==> src/rtl/onehot_scan_sequencer.sv <==
// Steps a binary channel select through the enabled channels of a mask, holding each
// for a programmable settle time and handshaking a sample request before moving on.
module onehot_scan_sequencer #(
  parameter int SEL_WIDTH   = 4,
  parameter int SEL_COUNT   = 2 ** SEL_WIDTH,
  parameter int DWELL_WIDTH = 8
) (
  input  logic                   clk,
  input  logic                   rst,
  input  logic                   start,
  input  logic                   stop,
  input  logic                   continuous,
  input  logic [SEL_COUNT-1:0]   ch_mask,
  input  logic [DWELL_WIDTH-1:0] dwell,
  output logic [SEL_WIDTH-1:0]   sel,
  output logic                   sel_valid,
  output logic                   sample_req,
  input  logic                   sample_ack,
  output logic                   busy,
  output logic                   done
);

  localparam logic [1:0] IDLE   = 2'd0;
  localparam logic [1:0] SETTLE = 2'd1;
  localparam logic [1:0] SAMPLE = 2'd2;

  logic [1:0]             state;
  logic [SEL_COUNT-1:0]   mask_q;
  logic [DWELL_WIDTH-1:0] dwell_q;
  logic [DWELL_WIDTH-1:0] cnt;

  logic                   next_found;
  logic [SEL_WIDTH-1:0]   next_sel;
  logic [SEL_WIDTH-1:0]   first_sel;

  // Descending loops so the lowest qualifying bit is the last (winning) assignment.
  always_comb begin
    next_found = 1'b0;
    next_sel   = '0;
    first_sel  = '0;
    for (int i = SEL_COUNT - 1; i >= 0; i--) begin
      if (mask_q[i] && (SEL_WIDTH'(i) > sel)) begin
        next_found = 1'b1;
        next_sel   = SEL_WIDTH'(i);
      end
      if (ch_mask[i]) begin
        first_sel = SEL_WIDTH'(i);
      end
    end
  end

  always_ff @(posedge clk) begin
    if (rst) begin
      state      <= IDLE;
      sel        <= '0;
      sel_valid  <= 1'b0;
      sample_req <= 1'b0;
      busy       <= 1'b0;
      done       <= 1'b0;
      mask_q     <= '0;
      dwell_q    <= '0;
      cnt        <= '0;
    end else begin
      done <= 1'b0;
      if (stop) begin
        // Abort leaves sel where it was so the decoder does not glitch.
        state      <= IDLE;
        sel_valid  <= 1'b0;
        sample_req <= 1'b0;
        busy       <= 1'b0;
      end else begin
        case (state)
          IDLE: begin
            if (start) begin
              if (ch_mask != '0) begin
                mask_q    <= ch_mask;
                dwell_q   <= dwell;
                sel       <= first_sel;
                cnt       <= dwell;
                sel_valid <= 1'b1;
                busy      <= 1'b1;
                state     <= SETTLE;
              end else begin
                done <= 1'b1;
              end
            end
          end
          SETTLE: begin
            if (cnt == '0) begin
              state      <= SAMPLE;
              sample_req <= 1'b1;
            end else begin
              cnt <= cnt - 1'b1;
            end
          end
          SAMPLE: begin
            if (sample_ack) begin
              sample_req <= 1'b0;
              if (next_found) begin
                sel   <= next_sel;
                cnt   <= dwell_q;
                state <= SETTLE;
              end else if (continuous && (ch_mask != '0)) begin
                mask_q  <= ch_mask;
                dwell_q <= dwell;
                sel     <= first_sel;
                cnt     <= dwell;
                state   <= SETTLE;
              end else begin
                if (continuous) begin
                  mask_q  <= ch_mask;
                  dwell_q <= dwell;
                end
                state     <= IDLE;
                done      <= 1'b1;
                sel_valid <= 1'b0;
                busy      <= 1'b0;
              end
            end
          end
          default: begin
            state      <= IDLE;
            sel_valid  <= 1'b0;
            sample_req <= 1'b0;
            busy       <= 1'b0;
          end
        endcase
      end
    end
  end

endmodule

==> config.mk <==
export PLATFORM = sky130hd
export DESIGN_NAME = onehot_scan_sequencer
export DESIGN_NICKNAME = d
export VERILOG_FILES = /design/src/rtl/onehot_scan_sequencer.sv
export SDC_FILE = /design/constraint.sdc
export NUM_CORES = 1
export LEC_CHECK = 0
export CORE_MARGIN = 2
export CORE_UTILIZATION = 53
export DETAILED_ROUTE_END_ITERATION = 6
export PLACE_DENSITY = 0.78
export SLEW_MARGIN = 20
export SYNTH_ARGS = -nofsm -noshare
export SYNTH_HDL_FRONTEND = slang
export SYNTH_SLANG_ARGS = --single-unit
==> constraint.sdc <==
create_clock -name clk -period 2.9 [get_ports clk]
set_input_delay 0.29 -clock clk [delete_from_list [all_inputs] [get_ports clk]]
set_output_delay 0.29 -clock clk [all_outputs]
set_load 0.01 [all_outputs]
==> run metrics, run 1 <==
Pint=0.946 mW; met3 wire length=363 um; WL met2=2.95 mm; clock slew at reported path FFs=80 ps; leakage power=1.22 nW; Post-Syn Area per Cell=8.04 um2; largest fanout on the critical path=14; nets=386; CTS Sinks=40; post-CTS setup buffers=0; Period minus WS final=2590 ps; Met1 Routed Length=3.02 mm; Routed Antenna Nets=0; Ports=38; ANT cells=0; fin crit share=0.895; number of global-route vias before repair=2319; drt drc=0; Comb pwr share=0.289; switching share of power=0.317; Worst Skew=10.6 ps; Max-Cap Viols=0; Setup Viol. Count Final=0; first-pass GRT wire length=10.8 mm; async set-reset flop share out of synthesis=0; Max rail drop VDD=287 uV; Crit path largest cell delay=570 ps; endpoints failing hold=0; Die Width=73.1 um; layout cells sized above 1=0.0769; unrepaired setup endpoints after global routing=false; Syn Inst Count=315; status=complete, no violations; Hold Path Class=reg2reg; Reg area=802 um2; initial antenna violation count=0; Critical Path Start Type=flop; pre-CTS setup slack=139 ps; core area=4660 um2; placed cells=398; total CTS buffers=5; Post-DP HPWL=4.66 mm; Post-Layout Cell Count=405; Die Ht=73.1 um; Syn. warnings=0; root buffer cell=clkbuf_8; fillers=415; Initial Util=0.544; Via-to-Cell Ratio=6.30; Worst R2R Start=sel[1]; gr ovfl total=0; H-tree levels=2; WHS=479 ps; Critical Path Sink Type=flop; r2r setup slk=310 ps; hold_sp=dwell_q[0]; Switch Pwr=0.440 mW; worst-path cell chain=or4b_4, o21ai_2, and4bb_4, and4_4, or4_4, a211o_1, a21oi_2; Seq/Total Area, Yosys=0.316; Pwr Density=457 nW/um2; Worst Tran Pin Value=679 ps; Iteration-0 DRC Markers=274; Placed Area=2950 um2; FF+latch count, synth=40; routed via count=2553; Distinct cells, synth=55; Critical Path AT=2830 ps; final instance area=3030 um2; Syn Std Cell Area=2530 um2; Post-synth EDFFs=0; Max Clk Rate=0.385 GHz; most common flop cell mapped by yosys=dfxtp_1; Die ar.=5350 um2; Skew-Pair Late Insertion Delay=300 ps; pin count of the biggest net entering global routing=42; Area Growth Syn to Fin=19.8%; WHS Endpoint=cnt[0]; drt pass-1 iters=5; Synth Net Count=350; WP data required=3140 ps; highest metal used=met4; site row count=25; CTS tree=done; WL final=6.42 mm; hold path depth=2; Worst Slack Setup Final=305 ps; Slew HR=0.545; Tot Pwr=1.39 mW; Clock Path Buffers=2; Reg-to-Reg End=sel[3]; routability cong.=0.953; clock share of power=0.256; Buffers on Ports=37; Post-Route Utilization=0.651; area of the multi-input gates=1570 um2; total global-route track usage=0.258; Seq pwr share=0.455; Reg2Reg Depth=7; Slew Viols, Final=0; CP max stage cell=or4b_4; Routed wire per std cell=15.9 um; setup TNS=0 ps; Setup CP Type=reg2reg
synth_stat cells, drive strengths merged (6+ instances only):
library cell / instances / area share
nand2: 16 / 0.024
nor3: 9 / 0.020
a311oi: 7 / 0.024
buf: 10 / 0.030
a21oi: 21 / 0.043
nand3: 6 / 0.012
nor4: 8 / 0.020
nor2: 56 / 0.083
a211oi: 8 / 0.026
o21ai: 13 / 0.027
nand2b: 7 / 0.017
clkbuf: 7 / 0.010
mux2i: 26 / 0.10
dfxtp: 40 / 0.32
inv: 17 / 0.025
power groups by stage:
stage	Combinational, mW	Clock (mW)	Sequential (mW)
after CTS	0.395	0.358	0.629
after floorplan	0.285	0	0.627
after detailed placement	0.392	0	0.642
after global placement	0.385	0	0.641
after global routing	0.440	0.388	0.636
final	0.401	0.354	0.631
worst max-delay path: cells and delay by family (launching register included):
kind | cells | cell delay, ps
simple gates | 4 | 1550
compound gates | 3 | 550
flops | 1 | 440
what timing repair did:
action                                 4_1_cts  5_1_grt
endpoints found under the hold margin        0        0
setup endpoints to repair                    0        4
resized for setup                            0        2
hold buffers                                 0        0
placed cells by master (no fill, tap or decap), types with 3 or more instances in the layout:
| cell | instances |
|---|---|
| nor2_1 | 56 |
| dfxtp_1 | 39 |
| clkdlybuf4s50_1 | 37 |
| mux2i_1 | 26 |
| a21oi_1 | 20 |
| inv_1 | 17 |
| nand2_1 | 16 |
| o21ai_0 | 12 |
| nor4_1 | 8 |
| nor3_1 | 8 |
| buf_4 | 8 |
| nand2b_1 | 7 |
| a311oi_1 | 7 |
| a211oi_1 | 7 |
| nand3_1 | 6 |
| nor2b_1 | 5 |
| o21bai_1 | 5 |
| ha_1 | 5 |
| clkbuf_8 | 5 |
| a31oi_1 | 4 |
| a21boi_0 | 3 |
| or3_1 | 3 |
| a22oi_1 | 3 |
cell families (layout without fill, tap and decap cells):
logic type	Yosys count	after routing	synth area share
AND/OR/NAND/NOR	119	119	0.235
AO/OA/AOI/OAI	87	87	0.242
flip-flops	40	40	0.316
buffers and inverters	34	70	0.0657
multiplexers	26	26	0.103
adder cells (fa/ha/maj)	5	5	0.0247
XOR/XNOR	4	4	0.0138
final cells by class:
type | count | share of cell area
Clock buffer | 6 | 0.0239
Inverter | 17 | 0.0210
Timing Repair Buffer | 46 | 0.148
Tap cell | 54 | 0.0223
Sequential cell | 40 | 0.264
Clock inverter | 1 | 0.00165
Multi-Input combinational cell | 241 | 0.518
layer usage:
layer | up-vias | global-route usage
met4 | 0 | 0.0761
met1 | 1209 | 0.361
met2 | 107 | 0.401
li1 | 1224 | -
met5 | - | 0
met3 | 13 | 0.0497
how the worst max path moves through the flow:
stage | from | end | slack [ps] | cells past startpoint
floorplan | sel[0] | sel[3] | 480 | 8
global placement | ch_mask[4] | mask_q[12] | 170 | 9
detailed placement | ch_mask[2] | mask_q[8] | 140 | 9
CTS | sel[1] | cnt[6] | 190 | 7
global route | ch_mask[2] | mask_q[8] | 120 | 9
finish | sel[1] | sel[3] | 310 | 7
flip-flops by register name (all words and copies together) (netlist names):
name and cells:
done 1, mask_q 15, state 2, dwell_q 8, cnt 8, busy 1
sample_req 1, sel 4
Power figures use the tool's default switching activity.
==> run 2, diff against run 1 <==
CORE_UTILIZATION = 54   (was 53)
PLACE_DENSITY = 0.8   (was 0.78)
==> run 2 against run 1 <==
  * Via count down 0.94%
  * Sequential power about the same
  * Die area down 1.7%
  * Flip-flop and latch count unchanged
  * Utilization up 4.4 points
  * Sequential share of layout area down 0.49 points
  * Design area up 1.7%
  * Maximum frequency down 3.1%
  * Setup slack worse by 83 ps
  * Cell count up 0.25%
  * Non-clock buffer count up 2
  * Highest routed layer unchanged
==> run metrics, run 2 (synthesized netlist as in run 1, its figures left out) <==
status=complete, no violations; Hold Path Class=reg2reg; WP buf/inv=0; CTS Sinks=40; drt drc=0; Max rail drop VDD=303 uV; unrepaired setup endpoints after global routing=false; met3 Usage GRT=0.0514; max reg flops=15; Switch Pwr=0.452 mW; WL final=6.47 mm; Die Width=72.5 um; WHS=487 ps; GRT busiest layer=met2; routability cong.=0.977; fin crit share=0.923; critical path's top delay family=simple AND/OR/NAND/NOR gates; Slew HR=0.555; Period minus WS final=2680 ps; Pwr Density=498 nW/um2; Routed Antenna Nets=0; Critical Path AT=2910 ps; Critical Path Start Type=flop; Clock Path Buffers=2; Worst Skew=8.82 ps; Reg area=801 um2; number of global-route vias before repair=2303; total global-route track usage=0.265; Post-DP HPWL=4.65 mm; Via-to-Cell Ratio=6.23; Ports=38; Critical Path Sink Type=flop; Iteration-0 DRC Markers=382; worst-path cell chain=or4b_4, o21ai_2, and4bb_4, and4_4, or4_4, a211o_1, a21oi_2; Buffers on Ports=37; ANT cells=0; Crit path largest cell delay=580 ps; Seq pwr share=0.410; routed via count=2529; Worst Slack Setup Final=222 ps; core area=4440 um2; layout cells sized above 1=0.0876; initial antenna violation count=0; CTS tree=done; Routed wire per std cell=15.9 um; area of the multi-input gates=1580 um2; clock share of power=0.327; Setup CP Type=reg2reg; gr ovfl total=0; first-pass GRT wire length=11.0 mm; Die Ht=72.5 um; Setup Viol. Count Final=0; root buffer cell=clkbuf_8; CP max stage cell=or4b_4; GR met1 Demand/Resource=0.385; pin count of the biggest net entering global routing=42; nets=388; most common cell after layout, fill and taps aside=nor2_1; pre-CTS setup slack=85.5 ps; clock slew at reported path FFs=80 ps; endpoints failing hold=0; Pint=1.09 mW; switching share of power=0.294; Die ar.=5260 um2; Slew Viols, Final=0; Skew-Pair Late Insertion Delay=300 ps; total CTS buffers=5; leakage power=1.25 nW; Worst Tran Pin Value=664 ps; drt pass-1 iters=7; fillers=368; Initial Util=0.570; site row count=24; Max Clk Rate=0.373 GHz; Most flops, register=mask_q; top flop regs=mask_q x15, cnt x8, dwell_q x8; grt met2 use=0.408; Area Growth Syn to Fin=21.8%; setup TNS=0 ps; Comb pwr share=0.263; H-tree levels=2; Max-Cap Viols=0; WP data required=3130 ps; largest fanout on the critical path=14; most frequent cells in the layout=nor2_1 (56), dfxtp_1 (40), clkdlybuf4s50_1 (37)
## run 2: cell types whose count changed in the layout (fill, tap and decap cells not counted)
cell / change
dfxtp_1: +1
buf_4: +3
nor3_2: +1
buf_12: -1
nor3_1: -1
clkbuf_1: -1
clkinv_2: -1
clkbuf_8: +2
dfxtp_2: -1
bufinv_16: +1
## run 2: layout make-up
class / instances / area share
well taps: 52 / 0.0211
clock inverters: 1 / 0.00973
flip-flops and latches: 40 / 0.259
clock buffers: 7 / 0.0312
repair buffers: 48 / 0.147
inverters: 17 / 0.0207
multi-input cells: 241 / 0.511
## run 2: what timing repair did
item                                   CTS  global route
setup endpoints to repair                0             8
hold buffers                             0             0
buffers inserted                         0             0
endpoints found under the hold margin    0             0
resized for setup                        0             2
## run 2: metrics by stage
| step | cells | util | area [um2] | total power, mW |
|---|---|---|---|---|
| after floorplan | 315 | - | 2530 | 0.912 |
| after global placement | 398 | 0.664 | 2950 | 1.02 |
| after detailed placement | 398 | 0.664 | 2950 | 1.03 |
| after CTS | 406 | 0.692 | 3080 | 1.53 |
| after global routing | 406 | 0.695 | 3090 | 1.62 |
| final | 406 | 0.695 | 3090 | 1.54 |
## run 2: routing by layer
metal | wire, um | up-vias
li1 | - | 1236
met1 | 3010 | 1152
met2 | 2870 | 125
met3 | 505 | 16
met4 | 83 | 0
met5 | 0 | -
## run 2: path summary, 6_finish.rpt
path	from	to	slack (ps)	cells after the start
worst max-delay path	sel[1]	sel[3]	220	7
worst min-delay path	dwell_q[0]	cnt[0]	490	2
worst max register to register	sel[1]	sel[3]	220	7
worst min register to register	dwell_q[0]	cnt[0]	490	2
## run 2: worst register-to-register path, cell delays in order, from the launching register on
cell      delay (ps)
dfxtp_1          460
or4b_4           580
o21ai_2          120
and4bb_4         260
and4_4           190
or4_4            540
a211o_1          320
a21oi_2          140
## run 2: power groups by stage
stage | clock network [mW] | logic (mW) | registers (mW)
5_1_grt | 0.534 | 0.447 | 0.635
3_3_place_gp | 0 | 0.384 | 0.639
6_report | 0.503 | 0.404 | 0.630
2_1_floorplan | 0 | 0.285 | 0.627
4_1_cts | 0.512 | 0.395 | 0.628
3_5_place_dp | 0 | 0.391 | 0.641
==> run 3, diff against run 2 <==
CAP_MARGIN = 30   (was not set)
==> run 3 against run 2 <==
  * Design area hardly changed
  * Critical path depth stayed put
  * Utilization hardly changed
  * Count of clock-buffer cells in the layout stayed put
  * Die area stayed put
  * Maximum frequency is 0.78% higher
  * Non-clock buffer count is 1 higher
  * Cell count is 0.25% higher
  * Flip-flop and latch count stayed put
  * Critical path type unchanged
  * Critical endpoint unchanged
  * Largest cell class unchanged
  * Highest routed layer unchanged
==> run metrics, run 3 (synthesized netlist as in run 1, its figures left out) <==
status=complete, no violations; Via-to-Cell Ratio=6.20; Reg-to-Reg End=sel[3]; WHS=487 ps; most frequent cells in the layout=nor2_1 (56), dfxtp_1 (40), clkdlybuf4s50_1 (37); Seq pwr share=0.410; Initial Util=0.570; Post-DP HPWL=4.65 mm; unrepaired setup endpoints after global routing=false; Skew-Pair Late Insertion Delay=290 ps; Die Width=72.5 um; Worst R2R Start=sel[1]; Buffers on Ports=37; drt pass-1 iters=5; Comb pwr share=0.263; CP Launch Point=sel[1]; Routed wire per std cell=15.9 um; Met1 Routed Length=3.03 mm; pin count of the biggest net entering global routing=42; Resize count post-CTS=0; WHS Endpoint=cnt[0]; setup TNS=0 ps; Placed Area=2950 um2; Critical Path Sink Type=flop; Slew HR=0.561; nets=389; switching share of power=0.293; routed via count=2525; CTS Sinks=40; Max-Cap Viols=0; final instance area=3090 um2; Clock Path Buffers=2; Hold Path Class=reg2reg; largest fanout on the critical path=14; WL final=6.46 mm; hold_sp=dwell_q[0]; CTS tree=done; Pint=1.09 mW; met3 wire length=475 um; Max Clk Rate=0.376 GHz; Ports=38; Reg2Reg Depth=7; total global-route track usage=0.265; Max rail drop VDD=305 uV; Slew Viols, Final=0; Critical Path Start Type=flop; core area=4440 um2; site row count=24; Die Ht=72.5 um; Die ar.=5260 um2; Most flops, register=mask_q; Critical Path AT=2880 ps; Pwr Density=498 nW/um2; max reg flops=15; fin crit share=0.916; initial antenna violation count=0; top flop regs=mask_q x15, cnt x8, dwell_q x8; fillers=367; root buffer cell=clkbuf_8; leakage power=1.25 nW; post-CTS setup buffers=0; WL met2=2.88 mm; endpoints failing hold=0; Setup Viol. Count Final=0; hold-fix buffer count after cts=0; Switch Pwr=0.451 mW; r2r setup slk=240 ps; Worst Tran Pin Value=656 ps; ANT cells=0; WP data required=3130 ps; Tot Pwr=1.54 mW; H-tree levels=2; number of global-route vias before repair=2303; Iteration-0 DRC Markers=370; most common cell after layout, fill and taps aside=nor2_1; hold path depth=2; first-pass GRT wire length=11.0 mm; gr ovfl total=0; Worst Skew=8.49 ps; Setup CP Type=reg2reg; highest metal used=met4; clock slew at reported path FFs=80 ps; Routed Antenna Nets=0; drt drc=0; layout cells sized above 1=0.0901; routability cong.=0.977; total CTS buffers=5; Area Growth Syn to Fin=21.9%; clock share of power=0.327; Period minus WS final=2660 ps
## run 3: changes by cell type in the layout (fill, tap and decap cells not counted)
| cell | delta |
|---|---|
| nor3_2 | +1 |
| nor3_4 | -1 |
| buf_4 | +1 |
## run 3: cell type report
cell class	count	area, um2	area share
clock buffers	7	96.3	0.0312
repair buffers	49	460	0.149
well taps	52	65.1	0.0211
clock inverters	1	30.0	0.00972
multi-input cells	241	1570	0.509
inverters	17	63.8	0.0207
flip-flops and latches	40	801	0.259
## run 3: worst max-delay path by stage
stage	end	slack (ps)	cells after the start
finish	sel[3]	240	7
global route	mask_q[10]	100	9
CTS	cnt[4]	110	7
detailed placement	mask_q[10]	90	9
global placement	mask_q[13]	180	9
floorplan	sel[3]	480	8
## run 3: worst max-delay path: stages, from the launching register on
cell and delay [ps]:
dfxtp_1 460, or4b_4 580, o21ai_2 120, and4bb_4 260
and4_4 180, or4_4 530, a211o_1 320, a21oi_2 140
## run 3: metal layers
metal,up-vias,track usage
met5,-,0
met4,0,0.0576
met3,12,0.0514
met2,110,0.408
met1,1165,0.385
li1,1238,-
## run 3: power by group through the flow
| stage | clock network, mW | registers [mW] | logic [mW] |
|---|---|---|---|
| floorplan | 0 | 0.627 | 0.285 |
| global placement | 0 | 0.639 | 0.384 |
| detailed placement | 0 | 0.641 | 0.391 |
| CTS | 0.512 | 0.628 | 0.395 |
| global route | 0.534 | 0.635 | 0.447 |
| finish | 0.503 | 0.630 | 0.404 |
## run 3: per-stage QoR
stage,instances,setup slack [ps],util
floorplan,315,480,-
global placement,398,185,0.664
detailed placement,398,85.5,0.664
CTS,406,109,0.692
global route,407,105,0.695
finish,407,243,0.695
==> variant 1 (config.mk and constraints of run 3) <==
Set the parameter `SEL_WIDTH` to 5 (it was 4).
--- a/src/rtl/onehot_scan_sequencer.sv
+++ b/src/rtl/onehot_scan_sequencer.sv
@@ -3,3 +3,3 @@
 module onehot_scan_sequencer #(
-  parameter int SEL_WIDTH   = 4,
+  parameter int SEL_WIDTH   = 5,
   parameter int SEL_COUNT   = 2 ** SEL_WIDTH,
Ports: changed (resized ch_mask and sel); port bits go from 38 to 55. No check against the original RTL was run, so the function may have changed too.
==> variant 1 against run 3 <==
Worst setup slack got worse by 110 ps; synthesized area rose by 73%; sequential cell count rose by 17; largest cell class unchanged; power rose by 76%; clock power rose by 97%; sequential share of layout area fell by 5.4 points; design area rose by 80%; clock skew rose by 2.9 ps; wire length rose by 110%; first-iteration DRC count rose by 14%; largest power group is now clock.
==> variant 1: results <==
[setup_path]
startpoint = ch_mask[29]
reg2reg_from = sel[2]
ff2ff_path_depth = 9
r2r_slack_ps = 150
cp_data_arrival_time_ps = 3030
worstSetupEndpoint = cnt[2]
slowest_delay_ps = 500
critPathSlowestCell = nor4_1

[logic_synthesis]
netlist_top_cells_count = nand2b_1 (85), dfxtp_1 (57), a21oi_1 (41)
synth_edf_count = 0
synth-seq-area-share_pct = 26.1
syn_nets = 603
synthTopCellsByArea = dfxtp_1 (26%), nand2b_1 (12%), mux2i_1 (9.2%)
synth_area_per_cell_um2 = 7.94
yosysUniqueCellTypes = 70
synth_warnings = 0
async_reset_ff_share_pct = 0

[power]
leakage_nw = 2.04
p_comb_w = 0.000797
power_switching_w = 0.000828
seq_cell_power_w = 0.000913
pwr-share-seq_pct = 33.8
ir_drop_mv = 0.350

[min_path]
holdPathEnd = dwell_q[5]
worstHoldStart = dwell_q[5]
hold-path-cell-count = 2

[routing]
drt_iter0_drc = 421
wl_per_cell_um = 18.4
via_count = 4760
wl_um = 13800

[clocking]
clk_pin_slew_ps = 70
cts-htree-levels = 3
cts_buffer_depth = 2
worst_skew_pair.late_latency_ps = 360
cts_buffers = 9
root_buffer = clkbuf_8

[placed_design]
dp_cells = 732
place_area_um2 = 5310
pre_cts_slack_ps = -166
dp_hpwl_um = 10400
gp_congestion = 0.952
port_buffers = 54

[layout]
top_regs = mask_q x31, cnt x8, dwell_q x8
drive_gt1_share_pct = 15.6
nNetsFinal = 693

[timing]
setup_slack_ps = 137
clock_skew_ps = 11.4
tightest_slew_ps = 721
hold_ws_ps = 477

[grt]
grt_max_degree = 49
grt_pass1_vias = 4522
grt_pass1_wl_um = 22200
grt_usage_pct = 32.3
antenna_found_initial = 0

[status]
status = finished clean
[variant 1: metal layers]
| layer | vias up | global-route usage, % | wire [µm] |
|---|---|---|---|
| li1 | 2206 | - | - |
| met1 | 2274 | 42.8 | 5930 |
| met2 | 235 | 52.0 | 6410 |
| met3 | 45 | 6.02 | 1060 |
| met4 | 0 | 12.7 | 394 |
| met5 | - | 0 | 0 |
[variant 1: cells by family after synthesis]
family	Yosys count	share of synthesized area (%)
compound gates	152	24.8
xor+xnor	6	1.20
fa+ha+maj	6	1.72
buf+inv	50	6.03
flops	57	26.1
mux	40	9.15
simple gates	240	31.0
[variant 1: worst max-delay path: cells and delay by family]
family | cells | cell delay (ps)
and+or+nand+nor | 4 | 1100
buffers and inverters | 2 | 700
AOI/OAI and AO/OA | 3 | 930
[variant 1: layout make-up]
class | count | area (µm²)
timing repair buffer | 112 | 996
inverter | 17 | 63.8
sequential | 57 | 1150
clock buffer | 12 | 165
fill | 577 | 2230
tap | 102 | 128
clock inverter | 4 | 97.6
multi-input combinational | 444 | 2980
==> variant 2 (flow settings as in run 3) <==
Without the edit above. Reset style: asynchronous (`rst`), changed in one clocked block.
--- a/src/rtl/onehot_scan_sequencer.sv
+++ b/src/rtl/onehot_scan_sequencer.sv
@@ -51,3 +51,3 @@
 
-  always_ff @(posedge clk) begin
+  always_ff @(posedge clk or posedge rst) begin
     if (rst) begin
Function: differs if rst is asserted again (counterexample within 4 cycles, from zero or initial values and one cycle with rst high); with rst held inactive, the same outputs for 4 cycles.
==> variant 2 against run 3 <==
Worst setup slack got worse by 110 ps; sequential share of layout area rose by 3.9 points; sequential cell count did not move; cell count rose by 0.98%; design area rose by 9.0%; wire length fell by 0.93%; die area rose by 8.7%; synthesized area rose by 9.2%; first-iteration DRC count fell by 71%; highest routed layer unchanged.
Power is not compared: it rests on default switching activity, and its combinational part moved more than twofold at a synthesized area within 25%.
==> variant 2: results <==
[status]
status = finished clean

[setup_path]
slowest_delay_ps = 610
crit_family = compound AO/OA/AOI/OAI gates
cp_data_arrival_time_ps = 2940
cp_max_fo = 15
reg2reg_from = sel[2]
r2r_slack_ps = 130
worstSetupEndpoint = cnt[3]
critPathSlowestCell = dfrtp_1

[logic_synthesis]
syn_nets = 331
netlist_top_cells_count = dfrtp_1 (40), inv_1 (26), mux2_2 (25)
yosysUniqueCellTypes = 57
synth-seq-area-share_pct = 36.2
async_reset_ff_share_pct = 100
ys.flop_type = dfrtp_1
synthTopCellsByArea = dfrtp_1 (36%), mux2_2 (10%), inv_1 (3.5%)

[timing]
period_minus_slack_ps = 2770
slew_headroom_pct = 54.7
clock_skew_ps = 4.65

[placed_design]
place_area_um2 = 3290
gp_congestion = 0.914
pre_cts_slack_ps = 122
dp_hpwl_um = 4900

[grt]
grt_usage_pct = 24.2
grt_max_degree = 41
use_met3_pct = 4.23
use_met1_pct = 31.1
grt_pass1_vias = 2295
grt_pass1_wl_um = 10500
met2_usage_pct = 40.3

[routing]
drc = 0
first_pass_iters = 4
met2_wirelength_um = 3130
wl_um = 6400
via_count = 2540
wl_met3_um = 257
drt_iter0_drc = 107
wl_met1_um = 2790

[layout]
fill_cells = 417
drive_gt1_share_pct = 17.3
nNetsFinal = 378

[min_path]
hp-class = input port to asynchronous set/reset pin

[clocking]
clk_pin_slew_ps = 70

[power]
leakage_nw = 1.39
variant 2: cell count changes after synthesis, moves of 6 or more:
cell / run 3 / this run
a311o_1: 0 / 7
or4_1: 0 / 6
mux2i_1: 26 / 2
a311oi_1: 7 / 0
inv_1: 17 / 26
dfrtp_1: 0 / 40
nor2_1: 56 / 21
dfxtp_1: 40 / 0
mux2_2: 0 / 25
variant 2: layout make-up:
type | instances | area share [%]
well taps | 70 | 2.60
flip-flops and latches | 40 | 29.8
clock inverters | 1 | 0.149
multi-input cells | 214 | 47.2
repair buffers | 54 | 15.2
inverters | 26 | 2.90
clock buffers | 6 | 2.16
variant 2: per-stage QoR:
step | std cells | hold slack (ps) | total power [W] | util [%]
floorplan | 294 | 353 | 0.00228 | -
global placement | 404 | 485 | 0.00272 | 65.6
detailed placement | 404 | 492 | 0.00276 | 65.6
CTS | 411 | 445 | 0.00311 | 67.1
global route | 411 | 486 | 0.00337 | 67.2
finish | 411 | 420 | 0.00311 | 67.2
variant 2: worst min-delay path: stages:
cell,delay (ps)
clkdlybuf4s50_1,390
inv_1,50
buf_4,420
variant 2: where the power goes:
| group | switching, W | total, W | leakage, nW | internal [W] |
|---|---|---|---|---|
| Clock | 0.000182 | 0.000346 | 0.0410 | 0.000164 |
| Sequential | 0.000291 | 0.00111 | 0.485 | 0.000823 |
| Combinational | 0.000778 | 0.00165 | 0.860 | 0.000875 |
variant 2: logic make-up (layout without fill, tap and decap cells):
family | count (synthesis) | count (layout) | synth area share (%)
and+or+nand+nor | 78 | 78 | 15.6
DFF | 40 | 40 | 36.2
buffers and inverters | 40 | 87 | 6.56
muxes | 31 | 31 | 12.5
adders and majority gates | 7 | 7 | 3.16
xor gates and xnor gates | 5 | 5 | 1.58
AOI/OAI and AO/OA | 93 | 93 | 24.5
